<file path="src/rtl/mont_domain_exit_if.sv">
// Operand/result bundle for mont_domain_exit: start/done request-response plus operands and result.
interface mont_domain_exit_if #(
    parameter int N = 32
);
    logic         start;
    logic [N-1:0] X;
    logic [N-1:0] M;
    logic         busy;
    logic         done;
    logic         err;
    logic [N-1:0] Y;

    modport master (output start, X, M, input busy, done, err, Y);
    modport slave  (input start, X, M, output busy, done, err, Y);
endinterface

</file>
<file path="src/rtl/mont_domain_exit.sv">
// Montgomery domain exit: Y = X * 2^-N mod M via bit-serial radix-2 REDC and one final subtract.
// Latency N+1 cycles (1 cycle for even M); start is only taken in IDLE, requests while busy are dropped.
module mont_domain_exit #(
    parameter int N = 32
) (
    input  logic               clk,
    input  logic               rst_n,
    mont_domain_exit_if.slave  bus
);
    localparam int CW = $clog2(N + 1);

    typedef enum logic [1:0] {IDLE, RUN, FIN, ERR} state_t;

    state_t        state_q, state_d;
    logic [N:0]    t_q, t_d;
    logic [N-1:0]  mr_q, mr_d;
    logic [CW-1:0] cnt_q, cnt_d;
    logic [N-1:0]  y_q, y_d;
    logic          done_q, done_d;
    logic          err_q, err_d;

    always_ff @(posedge clk or negedge rst_n) begin
        if (!rst_n) begin
            state_q <= IDLE;
            t_q     <= '0;
            mr_q    <= '0;
            cnt_q   <= '0;
            y_q     <= '0;
            done_q  <= 1'b0;
            err_q   <= 1'b0;
        end else begin
            state_q <= state_d;
            t_q     <= t_d;
            mr_q    <= mr_d;
            cnt_q   <= cnt_d;
            y_q     <= y_d;
            done_q  <= done_d;
            err_q   <= err_d;
        end
    end

    always_comb begin
        state_d = state_q;
        t_d     = t_q;
        mr_d    = mr_q;
        cnt_d   = cnt_q;
        y_d     = y_q;
        done_d  = 1'b0;
        err_d   = 1'b0;
        case (state_q)
            IDLE: begin
                if (bus.start) begin
                    if (bus.M[0]) begin
                        mr_d    = bus.M;
                        t_d     = {1'b0, bus.X};
                        cnt_d   = '0;
                        state_d = RUN;
                    end else begin
                        state_d = ERR;
                    end
                end
            end
            RUN: begin
                // T stays below 2^N, so T + M always fits in N+1 bits before the halving.
                if (t_q[0]) t_d = (t_q + {1'b0, mr_q}) >> 1;
                else        t_d = t_q >> 1;
                cnt_d = cnt_q + CW'(1);
                if (cnt_q == CW'(N - 1)) state_d = FIN;
            end
            FIN: begin
                // T <= M here, so one subtraction lands in [0, M-1].
                if (t_q >= {1'b0, mr_q}) y_d = t_q[N-1:0] - mr_q;
                else                     y_d = t_q[N-1:0];
                done_d  = 1'b1;
                state_d = IDLE;
            end
            ERR: begin
                y_d     = '0;
                done_d  = 1'b1;
                err_d   = 1'b1;
                state_d = IDLE;
            end
            default: state_d = IDLE;
        endcase
    end

    assign bus.busy = (state_q != IDLE);
    assign bus.done = done_q;
    assign bus.err  = err_q;
    assign bus.Y    = y_q;
endmodule
</file>
<file path="src/flat_wrapper.sv">
// flat-port wrapper written by rule: the top's interface ports become plain ports
module mont_domain_exit_flat 
#(
    parameter int N = 32
)
  (clk, rst_n, bus_start, bus_X, bus_M, bus_busy, bus_done, bus_err, bus_Y);
  mont_domain_exit_if #(.N(N)) bus_i ();
  input  logic clk;
  input  logic rst_n;
  input wire logic [$bits(bus_i.start)-1:0] bus_start;
  input wire logic [$bits(bus_i.X)-1:0] bus_X;
  input wire logic [$bits(bus_i.M)-1:0] bus_M;
  output wire logic [$bits(bus_i.busy)-1:0] bus_busy;
  output wire logic [$bits(bus_i.done)-1:0] bus_done;
  output wire logic [$bits(bus_i.err)-1:0] bus_err;
  output wire logic [$bits(bus_i.Y)-1:0] bus_Y;
  assign bus_i.start = bus_start;
  assign bus_i.X = bus_X;
  assign bus_i.M = bus_M;
  assign bus_busy = bus_i.busy;
  assign bus_done = bus_i.done;
  assign bus_err = bus_i.err;
  assign bus_Y = bus_i.Y;
  mont_domain_exit #(.N(N)) u_core (.clk(clk), .rst_n(rst_n), .bus(bus_i));
endmodule
</file>
<file path="config.mk">
export PLATFORM = sky130hd
export DESIGN_NAME = mont_domain_exit_flat
export DESIGN_NICKNAME = d
export VERILOG_FILES = /design/src/rtl/mont_domain_exit_if.sv /design/src/rtl/mont_domain_exit.sv /design/src/flat_wrapper.sv
export SDC_FILE = /design/constraint.sdc
export NUM_CORES = 1
export LEC_CHECK = 0
export ABC_AREA = 1
export BUFFER_PORTS_ARGS = -buffer_cell sky130_fd_sc_hd__clkbuf_2
export CORE_MARGIN = 2
export CORE_UTILIZATION = 30
export DETAILED_ROUTE_END_ITERATION = 7
export PLACE_DENSITY = 0.51
export SYNTH_ARGS = -nofsm -noshare
export SYNTH_HDL_FRONTEND = slang
export SYNTH_SLANG_ARGS = --single-unit
</file>
<file path="constraint.sdc">
create_clock -name clk -period 2.4 [get_ports clk]
set_input_delay 0.12 -clock clk [delete_from_list [all_inputs] [get_ports clk]]
set_output_delay 0.12 -clock clk [all_outputs]
set_load 0.03 [all_outputs]
</file>
* Word-level counts from Yosys, hierarchy flattened
Index checks and enable logic that the tools add are counted.
** Storage, ports and cells
- Latch bits :: 0
- Bits in writable memories :: 0
- Word-level logic and storage cells :: 41
- Bits in read-only memories :: 0
- Input port bits :: 67
- Bits in registers :: 107
- Memories kept :: 0
** Operators by class
- Shift-type cells :: 0
- Multiply operators :: 0
- Reductions and logical operators :: 8
- Bitwise gates (word level) :: 0
- Order comparisons :: 1
- Muxes and demuxes :: 15
- Div/mod/pow operators :: 0
- Add/subtract/negate cells :: 3
- Equality and inequality tests :: 7
** Operators with widths (count)
- 33-bit two-way mux :: 2
- 33-bit case mux with 2 select lines :: 1
- 32-bit two-way mux :: 2
- 32-bit case mux with 2 select lines :: 1
- 33-bit by 32-bit adder with 33-bit output :: 1
- 33-bit by 32-bit >= comparator with 1-bit output :: 1
- 32-bit subtractor :: 1
- 6-bit two-way mux :: 2
- 6-bit case mux with 2 select lines :: 1
- 6-bit by 1-bit adder with 6-bit output (second input constant) :: 1
- 6-bit by 5-bit == test with 1-bit output (second input constant) :: 1
- 2-bit two-way mux :: 3
- 2-bit case mux with 3 select lines :: 1
- 3-bit AND reduction :: 2
- 2-bit nonzero test :: 3
- 2-bit == test (second input constant) :: 2
- 2-bit inequality test (second input constant) :: 2
- 2-bit by 1-bit == test with 1-bit output (second input constant) :: 1
- 2-bit logical NOT :: 1
- 1-bit two-way mux :: 2
- 2-bit by 1-bit inequality test with 1-bit output (second input constant) :: 1
- 2-bit AND reduction :: 1
- 2-bit OR reduction :: 1

* Depth between registers and ports, before layout
Gate-level depths: netlist (run 1).
- Depth after elaboration :: 3
- Mapped depth :: 17
- Mapped depth without buffers :: 16

* Least setup slack after synthesis (run 1)
OpenSTA, ideal clock, no wires.
- Path type :: register -> register
- Start point :: register u_core.t_q[0]
- End point :: register u_core.y_q[22], in the netlist u_core.bus.Y[22]
- Period minus slack after synthesis :: 2.436 ns
- Data arrival time :: 2.318 ns
- Library setup time :: 0.118 ns
- Stages on the path, launching flop included :: 16
- Data required time :: 2.282 ns
- Setup slack :: -0.036 ns
- Cell sequence :: dfrtp_1 -> clkbuf_1 -> inv_1 -> clkbuf_1 -> ha_1 -> fa_1 -> o21ai_1 -> nand2_1 -> nand2_1 -> nand2_1 -> nand2_1 -> nand2_1 -> nand3_1 -> nand3_2 -> nand3_1 -> nand2_1
** On the way
- Longest elaborated chain between the ends :: 3
- Elaborated cells between the ends (all ways) :: 4
- Classes of those cells :: add/sub (1); order compare (1); mux (2)
** Ends and longest elaborated chain
- start, declared :: line mont_domain_exit.sv:15 : logic [N:0] t_q, t_d;
- start signal, assigned :: line mont_domain_exit.sv:33 : t_q <= t_d;
- 32-bit subtractor / 33-bit by 32-bit >= comparator with 1-bit output (equally long branches) :: line mont_domain_exit.sv:72 : if (t_q >= {1'b0, mr_q}) y_d = t_q[N-1:0] - mr_q;
- 32-bit two-way mux * :: line mont_domain_exit.sv:72
- 32-bit case mux with 2 select lines * :: line mont_domain_exit.sv:50 : case (state_q)
- end signal, assigned :: line mont_domain_exit.sv:36 : y_q <= y_d;
- end, declared :: line mont_domain_exit.sv:18 : logic [N-1:0] y_q, y_d;
Every way passes the cells marked *; elsewhere a longest branch is shown, timed or not.
A chain may end at the register's enable or synchronous reset.

* Worst setup path after layout (run 1)
- Start point :: register u_core.mr_q[21]
- End point :: register u_core.y_q[26], in the netlist u_core.bus.Y[26]
** On the way
- Longest elaborated chain between the ends :: 3
- Elaborated cells between the ends (all ways) :: 4
- Classes of those cells :: add/sub (1); order compare (1); mux (2)
** Ends and longest elaborated chain
- start, declared :: line mont_domain_exit.sv:16 : logic [N-1:0] mr_q, mr_d;
- start signal, assigned :: line mont_domain_exit.sv:34 : mr_q <= mr_d;
- 32-bit subtractor / 33-bit by 32-bit >= comparator with 1-bit output (equally long branches) :: line mont_domain_exit.sv:72
- 32-bit two-way mux * :: line mont_domain_exit.sv:72
- 32-bit case mux with 2 select lines * :: line mont_domain_exit.sv:50
Marks and branches as above.

==> results of run 1 <==
-- cells by family (layout without fill, tap and decap cells) --
logic type / after synthesis / after routing
AO/OA/AOI/OAI: 261 / 261
XOR/XNOR: 24 / 24
adder cells (fa/ha/maj): 67 / 67
buffers and inverters: 322 / 571
flip-flops: 106 / 106
AND/OR/NAND/NOR: 775 / 775
-- critical path, stage by stage, from the launching register on --
cell and delay [ns]:
dfrtp_1 0.36, inv_1 0.06, ha_2 0.43, nand2_1 0.11, buf_4 0.15, nor2_1 0.21
nand2_1 0.17, nor3_1 0.19, nand2_1 0.17, nand3_1 0.16, nand3_2 0.08, nand3_1 0.07
nand2_1 0.05
-- flip-flops by register name, indices dropped and copies added (netlist names) --
signal,cells
u_core.bus.err,1
u_core.state_q,2
u_core.bus.done,1
u_core.bus.Y,32
u_core.t_q,32
u_core.mr_q,32
u_core.cnt_q,6
-- synth_stat cells (all sizes together) --
cell type    n
xor2        23
fa           2
a22oi       15
nor3        12
a21boi       1
nand3      126
a31oi        2
o21a         1
nand4       12
and3         1
a21oi      103
o211ai       3
a21o         2
xnor2        1
nor2       131
nand2      491
ha          65
o21ai      123
inv        263
dfrtp      106
buf         30
a22o         1
o21bai       8
o22ai        2
nor4         1
or2          1
clkbuf      29
-- repair_timing --
action / in CTS / in global routing
pin swaps: 0 / 4
hold buffers: 32 / 0
cloned: 0 / 1
endpoints found under the hold margin: 69 / 0
setup buffers: 0 / 3
gates resized for setup: 5 / 100
endpoints found under the setup margin: 9 / 53
-- layout make-up --
class                           count  area (µm²)  share of cell area, %
Clock buffer                       11       242.7                  1.906
Timing Repair Buffer              292        2127                  16.70
Sequential cell                   106        2654                  20.84
Clock inverter                      5       85.08                 0.6680
Multi-Input combinational cell   1127        6138                  48.19
Inverter                          263       987.2                  7.751
Tap cell                          402       503.0                  3.949
-- stage by stage --
step	setup TNS (ns)	utilization [%]	setup slack, ns	hold WS [ns]	cells
2_1_floorplan	0	-	0.01334	-0.1756	1555
3_3_place_gp	-0.6844	36.78	-0.2129	0.1534	2154
3_5_place_dp	-0.4574	36.78	-0.1748	0.1507	2154
4_1_cts	0	38.89	0.007222	0.00005462	2202
5_1_grt	-0.001999	40.26	-0.001999	0.03385	2206
6_report	0	40.26	0.08945	0.01072	2206
-- routing by layer --
| metal | global-route usage, % | vias to the layer above | wire length, µm |
|---|---|---|---|
| li1 | - | 5356 | - |
| met5 | 0 | - | 11 |
| met3 | 2.720 | 38 | 1927 |
| met2 | 35.49 | 256 | 16510 |
| met1 | 34.99 | 4871 | 19840 |
| met4 | 6.144 | 2 | 760 |
-- path summary, 6_finish.rpt --
kind | slack (ns) | startpoint | cells past startpoint | endpoint
worst max-delay path | 0.09 | u_core.mr_q[21]$_DFFE_PN0P_ | 12 | u_core.bus.Y[26]$_DFFE_PN0P_
worst min-delay path | 0.01 | bus_M[10] | 3 | u_core.mr_q[10]$_DFFE_PN0P_
worst max register to register | 0.09 | u_core.mr_q[21]$_DFFE_PN0P_ | 12 | u_core.bus.Y[26]$_DFFE_PN0P_
worst min register to register | 0.48 | u_core.bus.Y[31]$_DFFE_PN0P_ | 2 | u_core.bus.Y[31]$_DFFE_PN0P_
max in group asynchronous | 1.45 | rst_n | 3 | u_core.mr_q[26]$_DFFE_PN0P_
min in group asynchronous | 0.26 | rst_n | 2 | u_core.bus.err$_DFF_PN0_
==> flow_summary.ini, run 1 <==
[outcome]
outcome = finished, final reports clean

[synthesis]
synth-xor-area-share_pct = 2.177
syn-cell-area_um2 = 9654
avgSynthCellArea_um2 = 6.209
ys_top_cells_by_area = dfrtp_1, nand2_1, inv_1
syn_nets = 1689
synth_cell_types = 39
synthCells = 1555
synthMuxAreaShare_pct = 0
yosys_warnings = 0
synth_top_family_by_area = simple AND/OR/NAND/NOR gates
synthAdderAreaFrac_pct = 8.839
yosys.area_share.simple_pct = 33.66
netlist.area_leader.share_pct = 27.48
ys_seq_elements = 106
seq_area_frac_synth_pct = 27.48
synth_top_area_cell = dfrtp_1
synth_compound_gate_area_share_pct = 14.55

[detailed_routing]
wl_per_cell_um = 17.70
ant_nets = 0
drcViolationCount = 0
drt_wl_total_um = 39050
dr.pass1.iters = 5
vias = 10520
avgViaCountPerCell = 4.770
first_iter_violations = 643

[finish]
final_cell_mix = nand2_1, inv_1, buf_4
nNetsFinal = 1933
final_common_cell = nand2_1
fin_area_um2 = 12740
syn_to_final_growth_pct = 31.93
drive_above_1_share_pct = 21.90
nFillCells = 3481
diodes = 0

[setup_path]
critPathKind = reg2reg
arrival_ns = 2.58
cp.required_ns = 2.67
critPathMaxFanout = 7
end_kind = register
crit_path_start_kind = register

[timing]
hold_viol = 0
fmax_mhz = 432.8
min_period_over_period_pct = 96.27
clock_skew_ns = 0.01002
fin_crit_ns = 2.311
maxSlewHeadroom_pct = 54.47
setup_violations = 0
worst_pin_slew_ns = 0.6830
drv_slew = 0

[worst_hold_path]
min-delay-path-class = in2reg

[placed_design]
dp_hpwl_um = 31710
placed_cell_area_um2 = 11640
numPortBuffers = 101
place.gp.congestion = 0.9716

[global_routing]
antenna_found_initial = 1
grt_max_degree = 65
track_usage_pct = 23.41
first_global_vias = 10500
grt_pass1_wl_um = 59680
grt_overflow = 0

[floorplan]
die_y_um = 183.4
num_io_pins = 102
die_x_um = 183.4
die-area_um2 = 33630
core_area_um2 = 31640
start_util_pct = 30.52
rows = 65

[cts]
clkLatencyLatePin_ns = 0.37
cts_inserted_buffers = 9
h-tree-depth = 3
cts-root-buf = clkbuf_16
clockBufferDepth = 2
clk_pin_slew_ns = 0.08
cts_tree = done
clock-sinks = 106

[flow_run]
cap_violations = 0
Power of run 1 is left out: the tool's default activity adds up to more than one toggle a clock period on the data nets, which glitch-free logic cannot reach.
==> run 2: changes to the inputs <==
Settings changed: CELL_PAD_IN_SITES_DETAIL_PLACEMENT set to 1, CELL_PAD_IN_SITES_GLOBAL_PLACEMENT set to 2, CORE_UTILIZATION 30 to 29, PLACE_DENSITY 0.51 to 0.8.
==> run 2 against run 1 <==
Against the previous run:
- non-clock buffer count increased by 25
- clock skew increased by 0.0041 ns
- first-iteration DRC count fell by 17%
- fmax up 0.90%
- register-to-register slack gained 0.02 ns
- sequential share of layout area shrank 0.65 points
==> flow_summary.ini, run 2 (synthesis results as in run 1) <==
[outcome]
outcome = finished, final reports clean

[worst_hold_path]
min-delay-start = bus_start
min_path_cells = 3
min_to = u_core.state_q[0]$_DFFE_PN0P_
min-delay-path-class = in2reg

[detailed_routing]
drcViolationCount = 0
dr.pass1.iters = 5
ant_nets = 0
avgViaCountPerCell = 4.848
drt_wl_total_um = 42160
first_iter_violations = 534
vias = 11010
wl_per_cell_um = 18.57

[timing]
hold_viol = 0
rsz0062_at_grt = yes
fmax_mhz = 436.7
worst_pin_slew_ns = 0.7134
setup_violations = 0
min_period_over_period_pct = 95.42
maxSlewHeadroom_pct = 52.44
drv_slew = 0
clock_skew_ns = 0.01408
fin_crit_ns = 2.290

[floorplan]
die_y_um = 186.5
rows = 66
start_util_pct = 29.60
die-area_um2 = 34770
die_x_um = 186.5
num_io_pins = 102
core_area_um2 = 32620

[global_routing]
grt_pass1_wl_um = 65330
grt_max_degree = 65
grt_overflow = 0
antenna_found_initial = 0
first_global_vias = 11790
track_usage_pct = 24.12

[finish]
nFillCells = 4237
final_cells = 2271
syn_to_final_growth_pct = 36.12
final_common_cell = nand2_1
drive_above_1_share_pct = 24.11
diodes = 0
nNetsFinal = 1958
final_cell_mix = nand2_1, inv_1, buf_4

[setup_path]
critPathKind = reg2reg
critPathMaxFanout = 5
rrSetupSlack_ns = 0.11
r2r_end = u_core.bus.Y[18]$_DFFE_PN0P_
r2r_cells = 13
arrival_ns = 2.62
reg2reg_from = u_core.mr_q[12]$_DFFE_PN0P_
cp.required_ns = 2.73
crit_path_start_kind = register
end_kind = register

[cts]
h-tree-depth = 3
clock-sinks = 106
clkLatencyLatePin_ns = 0.39
clockBufferDepth = 2
clk_pin_slew_ns = 0.08
cts_inserted_buffers = 9
cts_tree = done
cts-root-buf = clkbuf_16

[placed_design]
place.gp.congestion = 0.9570
placed_cells = 2220
numPortBuffers = 101
dp_hpwl_um = 33480

[flow_run]
cap_violations = 0
==> run 2: cell count changes in the layout (fill, tap and decap cells not counted), sizes merged <==
cell         before  now
clkinv            1    0
clkbuf          112  111
buf             159  184
dlygate4sd3      32   33
clkinvlp          1    2
==> run 2: through the flow <==
stage | area, µm² | TNS (ns) | util, % | hold slack [ns] | setup WS (ns)
4_1_cts | 12600 | 0 | 38.63 | 0.01606 | 0.003021
6_report | 13140 | 0 | 40.29 | 0.02313 | 0.1100
3_5_place_dp | 11870 | -0.8370 | 36.39 | 0.1891 | -0.1559
5_1_grt | 13140 | -0.06928 | 40.29 | 0.03409 | -0.03217
3_3_place_gp | 11870 | -0.2090 | 36.39 | 0.1934 | -0.08866
2_1_floorplan | 9658 | 0 | - | -0.1756 | 0.01334
==> run 2: worst max path at each step <==
| stage | startpoint | end | slack, ns |
|---|---|---|---|
| floorplan | u_core.t_q[0]$_DFFE_PN0P_ | u_core.bus.Y[22]$_DFFE_PN0P_ | 0.01 |
| global placement | u_core.mr_q[4]$_DFFE_PN0P_ | u_core.t_q[25]$_DFFE_PN0P_ | -0.09 |
| detailed placement | u_core.mr_q[4]$_DFFE_PN0P_ | u_core.t_q[25]$_DFFE_PN0P_ | -0.16 |
| CTS | u_core.mr_q[11]$_DFFE_PN0P_ | u_core.bus.Y[28]$_DFFE_PN0P_ | 0.003 |
| global route | u_core.mr_q[10]$_DFFE_PN0P_ | u_core.bus.Y[20]$_DFFE_PN0P_ | -0.03 |
| finish | u_core.mr_q[12]$_DFFE_PN0P_ | u_core.bus.Y[18]$_DFFE_PN0P_ | 0.11 |
==> run 2: worst max-delay path, cell delays in order, from the launching register on <==
cell,delay [ns]
dfrtp_1,0.35
inv_1,0.08
ha_4,0.30
buf_4,0.12
nand2_1,0.12
nor2_2,0.15
inv_1,0.10
nor2_1,0.23
nand4_1,0.28
nand3_1,0.17
nand2_1,0.06
nand3_1,0.09
nand3_1,0.08
nand2_1,0.07
==> run 2: cell type report <==
type	count	area, µm²	share of cell area [%]
clock buffers	11	242.7	1.847
clock inverters	5	86.33	0.6570
inverters	263	987.2	7.512
multi-input cells	1127	6309	48.01
flip-flops and latches	106	2653	20.18
well taps	442	553.0	4.208
repair buffers	317	2311	17.59
==> run 2: what timing repair did <==
item,4_1_cts,5_1_grt
setup endpoints to repair,30,54
resized for setup,23,121
pin swaps,0,7
hold buffers,33,0
endpoints found under the hold margin,75,0
setup buffers,0,2
==> run 2: per-layer routing <==
metal	share of wire (%)	wire [µm]	global-route usage [%]	vias up
met5	0	0	0	-
met4	2.0	849	5.617	0
met3	2.9	1205	3.461	39
met2	49	20840	42.64	175
met1	46	19260	31.00	5398
li1	-	-	-	5397
Power of run 2 is left out for the same reason.
==> run 3: changes to the inputs <==
Settings changed: GPL_TIMING_DRIVEN set to 0, REMOVE_ABC_BUFFERS set to 1.
==> run 3 against run 2 <==
Against the previous run:
- final area is 1.2% lower
- clock skew down 0.0024 ns
- largest cell class unchanged
- final cell count is 4.1% lower
- first-iteration DRC count increased by 14%
- non-clock buffer count decreased by 105
==> flow_summary.ini, run 3 (synthesis results as in run 1) <==
[finish]
nNetsFinal = 1864
final_common_cell = nand2_1
diodes = 0
final_cell_mix = nand2_1, inv_1, nor2_1
drive_above_1_share_pct = 22.36
syn_to_final_growth_pct = 34.47
fin_area_um2 = 12980

[placed_design]
place_worst_setup_slack_ns = -2.379
placed_cell_area_um2 = 10570
place.gp.congestion = 0.8992
numPortBuffers = 101
dp_hpwl_um = 29990

[floorplan]
start_util_pct = 29.60
num_io_pins = 102
rows = 66
core_area_um2 = 32620
die_y_um = 186.5
die_x_um = 186.5
die-area_um2 = 34770

[global_routing]
grt_max_degree = 58
grt_pass1_wl_um = 63980
grt_overflow = 0
antenna_found_initial = 0
track_usage_pct = 24.12
first_global_vias = 10780

[setup_path]
r2r_cells = 14
end_kind = register
r2r_end = u_core.bus.Y[19]$_DFFE_PN0P_
cp.required_ns = 2.68
critPathMaxFanout = 6
critPathKind = reg2reg
arrival_ns = 2.67
rrSetupSlack_ns = 0.01
reg2reg_from = u_core.mr_q[9]$_DFFE_PN0P_
crit_path_start_kind = register

[timing]
drv_slew = 0
hold_viol = 0
worst_pin_slew_ns = 0.8419
maxSlewHeadroom_pct = 43.81
whs_ns = 0.04574
clock_skew_ns = 0.01168
fin_crit_ns = 2.387
min_period_over_period_pct = 99.45
fin_ws_ns = 0.01329
rsz0062_at_grt = yes
setup_violations = 0
fmax_mhz = 419.0

[detailed_routing]
wl_per_cell_um = 19.81
vias = 10670
drt_wl_total_um = 43130
drcViolationCount = 0
dr.pass1.iters = 5
ant_nets = 0
avgViaCountPerCell = 4.900
first_iter_violations = 607

[worst_hold_path]
min_path_cells = 3
min_to = u_core.t_q[23]$_DFFE_PN0P_
min-delay-start = bus_X[23]
min-delay-path-class = in2reg

[outcome]
outcome = finished, final reports clean

[cts]
clkLatencyLatePin_ns = 0.39
clockBufferDepth = 2
h-tree-depth = 3
clk_pin_slew_ns = 0.08
clock-sinks = 106
cts_tree = done
cts_inserted_buffers = 9
cts-root-buf = clkbuf_16

[flow_run]
cap_violations = 0
==> run 3: changes by cell type in the layout (fill, tap and decap cells not counted), moves of 8 or more <==
cell and delta:
buf_4 -119, dfrtp_1 -14, dfrtp_2 +13, ha_4 +11, inv_1 -10, nand2_1 -27
nand2_2 +19, nand2_8 +8, nor2_1 +13, nor2_2 -18
==> run 3: through the flow <==
stage / std cells / setup TNS (ns) / utilization [%]
2_1_floorplan: 1496 / -75.32 / -
3_3_place_gp: 2039 / -382.45 / 31.93
3_5_place_dp: 2044 / -122.50 / 32.39
4_1_cts: 2132 / 0 / 37.39
5_1_grt: 2177 / -1.278 / 39.80
6_report: 2177 / 0 / 39.80
==> run 3: layer usage <==
metal,vias to the layer above,GRT usage [%],share of wire [%]
met3,45,3.291,4.2
met2,219,40.20,46
met4,0,6.960,2.6
met5,-,0,0
met1,5165,32.59,47
li1,5239,-,-
==> run 3: cell type report <==
type,instances,area (µm²)
clock buffer,11,232.7
clock inverter,5,86.33
fill,4161,19640
inverter,263,1007
multi-input combinational,1136,6738
sequential,106,2673
tap,442,553.0
timing repair buffer,212,1678
timing repair inverter,2,15.01
==> run 3: critical path: stages, from the launching register on <==
cell	delay, ns
dfrtp_1	0.36
inv_1	0.08
ha_4	0.32
nand2_2	0.10
nor2_2	0.13
inv_1	0.09
nor3_2	0.25
nand2_2	0.12
nand2_4	0.16
nand2_8	0.09
buf_12	0.14
nand2_8	0.13
nand3_2	0.12
nand3_1	0.12
nand2_1	0.06
==> run 3: how the worst max path moves through the flow <==
| stage | slack, ns | endpoint | start | cells after the start |
|---|---|---|---|---|
| 6_report | 0.01 | u_core.bus.Y[19]$_DFFE_PN0P_ | u_core.mr_q[9]$_DFFE_PN0P_ | 14 |
| 5_1_grt | -0.07 | u_core.bus.Y[5]$_DFFE_PN0P_ | u_core.mr_q[9]$_DFFE_PN0P_ | 15 |
| 4_1_cts | 0.002 | u_core.bus.Y[25]$_DFFE_PN0P_ | u_core.t_q[22]$_DFFE_PN0P_ | 13 |
| 3_5_place_dp | -2.38 | u_core.bus.Y[17]$_DFFE_PN0P_ | u_core.t_q[0]$_DFFE_PN0P_ | 11 |
| 3_3_place_gp | -4.76 | u_core.t_q[31]$_DFFE_PN0P_ | u_core.state_q[1]$_DFFE_PN0P_ | 6 |
| 2_1_floorplan | -1.34 | u_core.t_q[10]$_DFFE_PN0P_ | u_core.state_q[1]$_DFFE_PN0P_ | 6 |
==> run 3: repair_timing <==
| item | CTS | global route |
|---|---|---|
| hold buffers | 34 | 0 |
| gates resized for setup | 113 | 112 |
| pin swaps | 11 | 38 |
| endpoints found under the hold margin | 82 | 0 |
| buffers inserted | 30 | 41 |
| setup endpoints to repair | 72 | 52 |
| cloned | 8 | 4 |
Power of run 3 is left out for the same reason.
